`config.mk`:
```
export PLATFORM = sky130hd
export DESIGN_NAME = r4_delay_commutator_flat
export DESIGN_NICKNAME = d
export VERILOG_FILES = /design/src/rtl/r4_delay_commutator_if.sv /design/src/rtl/r4_delay_commutator.sv /design/src/flat_wrapper.sv
export SDC_FILE = /design/constraint.sdc
export NUM_CORES = 2
export LEC_CHECK = 0
export CAP_MARGIN = 40
export CORE_MARGIN = 1.5
export CORE_UTILIZATION = 35
export DETAILED_ROUTE_END_ITERATION = 8
export PLACE_DENSITY = 0.49
export SYNTH_ARGS = -nofsm -noshare
export SYNTH_HDL_FRONTEND = slang
export SYNTH_SLANG_ARGS = --single-unit
```
`constraint.sdc`:
```
create_clock -name clk -period 2.2 [get_ports clk]
set_input_delay 0.44 -clock clk [delete_from_list [all_inputs] [get_ports clk]]
set_output_delay 0.44 -clock clk [all_outputs]
set_load 0.02 [all_outputs]
```
`src/rtl/r4_delay_commutator_if.sv`:
```
// rtl/r4_delay_commutator_if.sv - lane sample bus between upstream stage, commutator and radix-4 butterfly
interface r4_delay_commutator_if #(
  parameter int WL = 16
);
  logic [WL-1:0] in1_r, in2_r, in3_r, in4_r;
  logic [WL-1:0] in1_i, in2_i, in3_i, in4_i;
  logic          input_valid;
  logic [WL-1:0] out1_r, out2_r, out3_r, out4_r;
  logic [WL-1:0] out1_i, out2_i, out3_i, out4_i;
  logic          output_valid;
  logic          out_first;

  modport master (
    output in1_r, in2_r, in3_r, in4_r,
    output in1_i, in2_i, in3_i, in4_i,
    output input_valid,
    input  out1_r, out2_r, out3_r, out4_r,
    input  out1_i, out2_i, out3_i, out4_i,
    input  output_valid, out_first
  );

  modport slave (
    input  in1_r, in2_r, in3_r, in4_r,
    input  in1_i, in2_i, in3_i, in4_i,
    input  input_valid,
    output out1_r, out2_r, out3_r, out4_r,
    output out1_i, out2_i, out3_i, out4_i,
    output output_valid, out_first
  );
endinterface

```
`src/rtl/r4_delay_commutator.sv`:
```
// rtl/r4_delay_commutator.sv - R4MDC delay-commutator: 4x4 block transpose over 4D-sample groups
module r4_delay_commutator #(
  parameter int WL = 16,
  parameter int D  = 4
) (
  input  logic                  clk,
  input  logic                  rst_n,
  r4_delay_commutator_if.slave  bus
);
  localparam int LD = $clog2(D);
  localparam int GW = LD + 2;
  localparam int PW = $clog2(3 * D + 1);
  localparam int SW = 2 * WL;

  logic [GW-1:0]        grp_cnt;
  logic [PW-1:0]        prime_cnt;
  logic                 primed;
  logic                 adv;
  logic [1:0]           sw_k;
  logic [3:0][SW-1:0]   lane_in;
  logic [3:0][SW-1:0]   pre_sw;
  logic [3:0][SW-1:0]   post_sw;
  logic [3:0][SW-1:0]   lane_out;

  assign adv    = bus.input_valid;
  assign primed = (prime_cnt == PW'(3 * D));
  // 4D is a power of two, so the top two bits of grp_cnt are the block index
  assign sw_k   = grp_cnt[GW-1:LD];

  assign lane_in[0] = {bus.in1_r, bus.in1_i};
  assign lane_in[1] = {bus.in2_r, bus.in2_i};
  assign lane_in[2] = {bus.in3_r, bus.in3_i};
  assign lane_in[3] = {bus.in4_r, bus.in4_i};

  for (genvar i = 0; i < 4; i++) begin : g_in
    localparam int L = i * D;
    if (L == 0) begin : g_pass
      assign pre_sw[i] = lane_in[i];
    end else begin : g_dly
      logic [SW-1:0] dl [L];
      always_ff @(posedge clk or negedge rst_n) begin
        if (!rst_n) begin
          for (int n = 0; n < L; n++) dl[n] <= '0;
        end else if (adv) begin
          dl[0] <= lane_in[i];
          for (int n = 1; n < L; n++) dl[n] <= dl[n-1];
        end
      end
      assign pre_sw[i] = dl[L-1];
    end
  end

  // output path j takes input path (k - j) mod 4
  always_comb begin
    post_sw = '0;
    for (int j = 0; j < 4; j++) begin
      post_sw[j] = pre_sw[2'(sw_k - 2'(j))];
    end
  end

  for (genvar j = 0; j < 4; j++) begin : g_out
    localparam int L = (3 - j) * D;
    if (L == 0) begin : g_pass
      assign lane_out[j] = post_sw[j];
    end else begin : g_dly
      logic [SW-1:0] dl [L];
      always_ff @(posedge clk or negedge rst_n) begin
        if (!rst_n) begin
          for (int n = 0; n < L; n++) dl[n] <= '0;
        end else if (adv) begin
          dl[0] <= post_sw[j];
          for (int n = 1; n < L; n++) dl[n] <= dl[n-1];
        end
      end
      assign lane_out[j] = dl[L-1];
    end
  end

  always_ff @(posedge clk or negedge rst_n) begin
    if (!rst_n) begin
      grp_cnt          <= '0;
      prime_cnt        <= '0;
      bus.output_valid <= 1'b0;
      bus.out_first    <= 1'b0;
      bus.out1_r       <= '0;
      bus.out2_r       <= '0;
      bus.out3_r       <= '0;
      bus.out4_r       <= '0;
      bus.out1_i       <= '0;
      bus.out2_i       <= '0;
      bus.out3_i       <= '0;
      bus.out4_i       <= '0;
    end else begin
      bus.output_valid <= adv && primed;
      bus.out_first    <= adv && primed && (grp_cnt == GW'(3 * D));
      if (adv) begin
        // natural wrap 4D-1 -> 0 keeps groups back-to-back
        grp_cnt <= grp_cnt + GW'(1);
        if (!primed) prime_cnt <= prime_cnt + PW'(1);
        if (primed) begin
          {bus.out1_r, bus.out1_i} <= lane_out[0];
          {bus.out2_r, bus.out2_i} <= lane_out[1];
          {bus.out3_r, bus.out3_i} <= lane_out[2];
          {bus.out4_r, bus.out4_i} <= lane_out[3];
        end
      end
    end
  end
endmodule
```
`src/flat_wrapper.sv`:
```
// flat-port wrapper written by rule: the top's interface ports become plain ports
module r4_delay_commutator_flat 
#(
  parameter int WL = 16,
  parameter int D  = 4
)
  (clk, rst_n, bus_in1_r, bus_in2_r, bus_in3_r, bus_in4_r, bus_in1_i, bus_in2_i, bus_in3_i, bus_in4_i, bus_input_valid, bus_out1_r, bus_out2_r, bus_out3_r, bus_out4_r, bus_out1_i, bus_out2_i, bus_out3_i, bus_out4_i, bus_output_valid, bus_out_first);
  r4_delay_commutator_if #(.WL(WL)) bus_i ();
  input  logic clk;
  input  logic rst_n;
  input wire logic [$bits(bus_i.in1_r)-1:0] bus_in1_r;
  input wire logic [$bits(bus_i.in2_r)-1:0] bus_in2_r;
  input wire logic [$bits(bus_i.in3_r)-1:0] bus_in3_r;
  input wire logic [$bits(bus_i.in4_r)-1:0] bus_in4_r;
  input wire logic [$bits(bus_i.in1_i)-1:0] bus_in1_i;
  input wire logic [$bits(bus_i.in2_i)-1:0] bus_in2_i;
  input wire logic [$bits(bus_i.in3_i)-1:0] bus_in3_i;
  input wire logic [$bits(bus_i.in4_i)-1:0] bus_in4_i;
  input wire logic [$bits(bus_i.input_valid)-1:0] bus_input_valid;
  output wire logic [$bits(bus_i.out1_r)-1:0] bus_out1_r;
  output wire logic [$bits(bus_i.out2_r)-1:0] bus_out2_r;
  output wire logic [$bits(bus_i.out3_r)-1:0] bus_out3_r;
  output wire logic [$bits(bus_i.out4_r)-1:0] bus_out4_r;
  output wire logic [$bits(bus_i.out1_i)-1:0] bus_out1_i;
  output wire logic [$bits(bus_i.out2_i)-1:0] bus_out2_i;
  output wire logic [$bits(bus_i.out3_i)-1:0] bus_out3_i;
  output wire logic [$bits(bus_i.out4_i)-1:0] bus_out4_i;
  output wire logic [$bits(bus_i.output_valid)-1:0] bus_output_valid;
  output wire logic [$bits(bus_i.out_first)-1:0] bus_out_first;
  assign bus_i.in1_r = bus_in1_r;
  assign bus_i.in2_r = bus_in2_r;
  assign bus_i.in3_r = bus_in3_r;
  assign bus_i.in4_r = bus_in4_r;
  assign bus_i.in1_i = bus_in1_i;
  assign bus_i.in2_i = bus_in2_i;
  assign bus_i.in3_i = bus_in3_i;
  assign bus_i.in4_i = bus_in4_i;
  assign bus_i.input_valid = bus_input_valid;
  assign bus_out1_r = bus_i.out1_r;
  assign bus_out2_r = bus_i.out2_r;
  assign bus_out3_r = bus_i.out3_r;
  assign bus_out4_r = bus_i.out4_r;
  assign bus_out1_i = bus_i.out1_i;
  assign bus_out2_i = bus_i.out2_i;
  assign bus_out3_i = bus_i.out3_i;
  assign bus_out4_i = bus_i.out4_i;
  assign bus_output_valid = bus_i.output_valid;
  assign bus_out_first = bus_i.out_first;
  r4_delay_commutator #(.WL(WL), .D(D)) u_core (.clk(clk), .rst_n(rst_n), .bus(bus_i));
endmodule
```
-- Word level (Yosys, flattened, before mapping)
Cells that the tools add are included.
- input port bits: 131
- output and inout bits: 130
- logic and storage cells: 84
- register bits: 1674
- bitwise gates (word level): 1
- equal/unequal tests: 2
- muxes and demuxes: 8
- magnitude comparators: 4
- add/subtract/negate cells: 5
- reduce and logical (&&, ||, !) cells: 4
- operators by type and width (cell ; count):
    $bmux 32 s2 ; 4
    $mux 32 ; 4
    $lt 2x3->1 const B ; 4
    $add 4x1->4 const B ; 2
    $eq 4x4->1 const B ; 2
    $reduce_and 2->1 ; 2
    $sub 2x2->2 const B ; 2
    $logic_and 1x1->1 ; 2
    $sub 2x1->2 const B ; 1
    $not 1->1 ; 1

-- Depth between registers and ports, before layout
- depth after elaboration: 3
- mapped depth: 8
- gate-level depth less buffers: 6

-- Worst setup path before layout
No wires, ideal clock.
- kind: flip-flop to flip-flop
- start: register u_core.grp_cnt[3]
- end: register u_core.g_out[1].g_dly.dl[231] in the netlist's numbering
- cell stages (with the launch flop): 6
- library setup time: 125 ps
- data arrival time: 1733 ps
- path buffers: 2
- setup slack: 342 ps
- cell sequence: dfrtp_1 -> ha_1 -> buf_6 -> buf_6 -> mux4_2 -> mux2_2
- longest elaborated chain between the ends: 3
- ends and longest elaborated chain (element ; line ; RTL):
    from (decl) ; r4_delay_commutator.sv:15 ; logic [GW-1:0] grp_cnt;
    from (signal assigned) ; r4_delay_commutator.sv:98 ; grp_cnt <= grp_cnt + GW'(1);
    $sub 2x1->2 ; r4_delay_commutator.sv:57 ; post_sw[j] = pre_sw[2'(sw_k - 2'(j))];
    $bmux 32 s2 ; r4_delay_commutator.sv:57 ;
    $mux 32 (implied by the code) ; r4_delay_commutator.sv:57 ;
    to (decl) ; r4_delay_commutator.sv:66 ; logic [SW-1:0] dl [L];
Every way passes these cells. The select of a mux whose other input is x is not followed.
A chain may end at the register's enable or synchronous reset.

-- Worst setup path in the final report
- start: register u_core.bus.out2_r[8]
- end: output bus_out2_r[8]
- RTL lines (element ; line ; RTL):
    from (decl) ; r4_delay_commutator_if.sv:26 ; output out1_r, out2_r, out3_r, out4_r,
    from (signal assigned) ; r4_delay_commutator.sv:102 ; {bus.out2_r, bus.out2_i} <= lane_out[1];
    to (decl) ; flat_wrapper.sv:21 ; output wire logic [$bits(bus_i.out2_r)-1:0] bus_out2_r;
No word-level cell between the ends.

==> metrics.cfg <==
[floorplanning]
num_rows=157
die_w_um=433
coreArea_um2=183000
dieArea_um2=187000
initial_core_util_pct=35.3
die_h_um=433
ios=261

[cts]
htreeDepth=4
clk-insertion-delay-late_ps=810
cts_buffer_depth=3
cts_tree=built
cts_setup_buffers=0
clk_pin_slew_ps=60
cts.sinks=1674
cts_inserted_buffers=183
cts-root-buf=clkbuf_16

[worst_setup_path]
cp_max_fo=2
r2r_cells=4
cp_data_required_time_ps=1760
start_kind=register
cp_cell_sequence=dlygate4sd2_1
slowest_stage=dlygate4sd2_1
worst-path-stages=1
cp.arrival_ps=1650
crit_type=reg2out
cp-end-kind=output pin
crit_buf_inv=1
critical-path-max-stage-delay_ps=510
cpLargestDelayFamily=buffers and inverters

[place]
dpl.hpwl_um=93600
post-place-ws_ps=160
port_buffers=260
gp_congestion=0.728
dp_cells=6696
post_dp_cell_area_um2=71300

[final_layout]
finalInstanceArea_um2=77200
nNetsFinal=4554
drive_gt1_share_pct=45.1
final_util_pct=42.1
final_cells=7037
area_growth_pct=19.3

[timing]
fin_setup_tns_ps=0
fin_crit_sh_pct=94.9
drv_slew=0
max_freq_ghz=0.479
finalSetupViolCount=0
slew_headroom_pct=61.0
setup_ws_ps=111
finalHoldViolations=0
rsz0062_at_grt=no
clock_skew_ps=34.5
min_period_ps=2090
tightest_slew_ps=585

[logic_synthesis]
yosysTopAreaCellShare_pct=64.7
synth-main-ff-cell=dfrtp_1
synth_fp_nets=4183
synth-seq-cells=1674
async_flop_share_pct=100
yosysWarnings=0
synth.area.top_cells=dfrtp_1 65%, mux2_2 27%, nand2_1 2.2%
syn_inst=4047
syn_avg_cell_area_um2=16.0
yosysTopAreaCell=dfrtp_1
synthesis.area_um2=64700
synth-edff-count=0
ys_types=21
yosysSeqAreaShare_pct=64.7

[route]
route.met2.wl_um=61800
drt-met1-wl_um=65000
vias_per_cell=4.67
drt_wl_total_um=136000
ant_nets=0
drtIter0Drc=1558
drc=0
wl_per_cell_um=19.3
routed.top_layer=met5
dr_total_vias=32900
routed-wl-met3_um=5710
drt_pass1_iterations=4

[global_routing]
antenna_found_initial=30
gr-total-overflow=0
grt_usage_pct=14.9
grt_pass1_wl_um=216000
first_global_vias=34200
grt_max_degree=87

[pwr]
leakage_nw=34.1
irDropWorstVdd_mv=1.07
powerDensity_nw_per_um2=1370

[status]
status=complete, no violations

[job]
max-cap-violations=0

[worst_hold_path]
hold_class=in2async

==> repair_timing <==
| item | in CTS | in global routing |
|---|---|---|
| endpoints found under the setup margin | 120 | 2 |
| hold endpoints to repair | 653 | 0 |
| pin swaps | 0 | 0 |
| hold buffers | 1 | 0 |
| gates resized for setup | 129 | 2 |
==> placed cells by master, fill, tap and decap left out, types with 2 or more instances in the layout <==
| cell type | instances |
|---|---|
| dfrtp_1 | 1667 |
| mux2i_1 | 129 |
| dfrtp_4 | 2 |
| mux2_2 | 1538 |
| clkdlybuf4s15_1 | 2 |
| buf_4 | 96 |
| nand4_1 | 3 |
| buf_12 | 68 |
| clkdlybuf4s50_1 | 128 |
| nand2_1 | 386 |
| xnor2_1 | 3 |
| inv_6 | 4 |
| buf_16 | 2 |
| a21oi_1 | 4 |
| ha_1 | 4 |
| dfrtp_2 | 5 |
| mux4_2 | 62 |
| bufinv_16 | 5 |
| clkdlybuf4s15_2 | 2 |
| diode_2 | 13 |
| o21ai_0 | 2 |
| mux2_1 | 2 |
| clkbuf_1 | 46 |
| inv_1 | 5 |
| clkbuf_8 | 48 |
| dlygate4sd2_1 | 116 |
| inv_16 | 3 |
| clkbuf_16 | 186 |
| clkinv_2 | 28 |
| clkinv_8 | 5 |
==> final cells by class <==
type / count / area, um2
inverter: 6 / 27.5
tap: 2464 / 3080
fill: 16700 / 106000
sequential: 1674 / 41900
clock buffer: 280 / 5490
antenna: 13 / 32.5
multi-input combinational: 2138 / 21700
clock inverter: 47 / 504
timing repair buffer: 415 / 4490
==> flip-flops by register name (all words and copies together), names as in the netlist, 16 cells and up <==
name,cells
u_core.bus.out1_i,16
u_core.bus.out1_r,16
u_core.bus.out2_i,16
u_core.bus.out2_r,16
u_core.bus.out3_i,16
u_core.bus.out3_r,16
u_core.bus.out4_i,16
u_core.bus.out4_r,16
u_core.g_in.g_dly.dl,768
u_core.g_out.g_dly.dl,768
==> where the power goes <==
group / internal (mW) / switching [mW] / leakage [nW]
sequential: 43.2 / 7.72 / 20.1
clock: 17.7 / 12.4 / 2.96
combinational: 14.4 / 9.92 / 11.1
==> Yosys cell counts (4+ instances only) <==
cell type	n
mux2i_1	129
ha_1	5
mux2_2	1538
buf_4	4
a21oi_1	4
mux4_2	62
dfrtp_1	1674
inv_1	6
clkbuf_1	21
buf_6	4
buf_2	199
nand2_1	386
==> per-layer routing <==
layer	up-vias	GRT usage, %
met2	397	22.6
met5	-	0
met4	14	4.42
li1	15100	-
met1	17100	21.4
met3	244	3.28
==> worst paths after layout <==
check,start,endpoint,slack (ps)
setup reg to reg,u_core.grp_cnt[2],u_core.g_out[1].g_dly.dl[235],160
setup / recovery,u_core.bus.out2_r[8],bus_out2_r[8],110
hold / removal,rst_n,u_core.g_out[1].g_dly.dl[198],200
min in group clk,bus_input_valid,u_core.grp_cnt[0],240
hold reg to reg,u_core.bus.out4_i[12],u_core.bus.out4_i[12],460
max in group asynchronous,rst_n,u_core.g_in[3].g_dly.dl[27],950
==> metrics by stage <==
| step | total power, mW | hold slack, ps |
|---|---|---|
| 6_report | 105 | 201 |
| 5_1_grt | 112 | 168 |
| 4_1_cts | 107 | 129 |
| 3_5_place_dp | 77.3 | 386 |
| 3_3_place_gp | 76.5 | 388 |
| 2_1_floorplan | 66.6 | 144 |
==> logic make-up after synthesis <==
| family | synth area share [%] |
|---|---|
| XOR/XNOR | 0.0542 |
| adder cells (fa/ha/maj) | 0.0967 |
| multiplexers | 31.0 |
| flip-flops | 64.7 |
| buffers and inverters | 1.82 |
| AO/OA/AOI/OAI | 0.0464 |
| AND/OR/NAND/NOR | 2.29 |
Power figures use the tool's default switching activity.
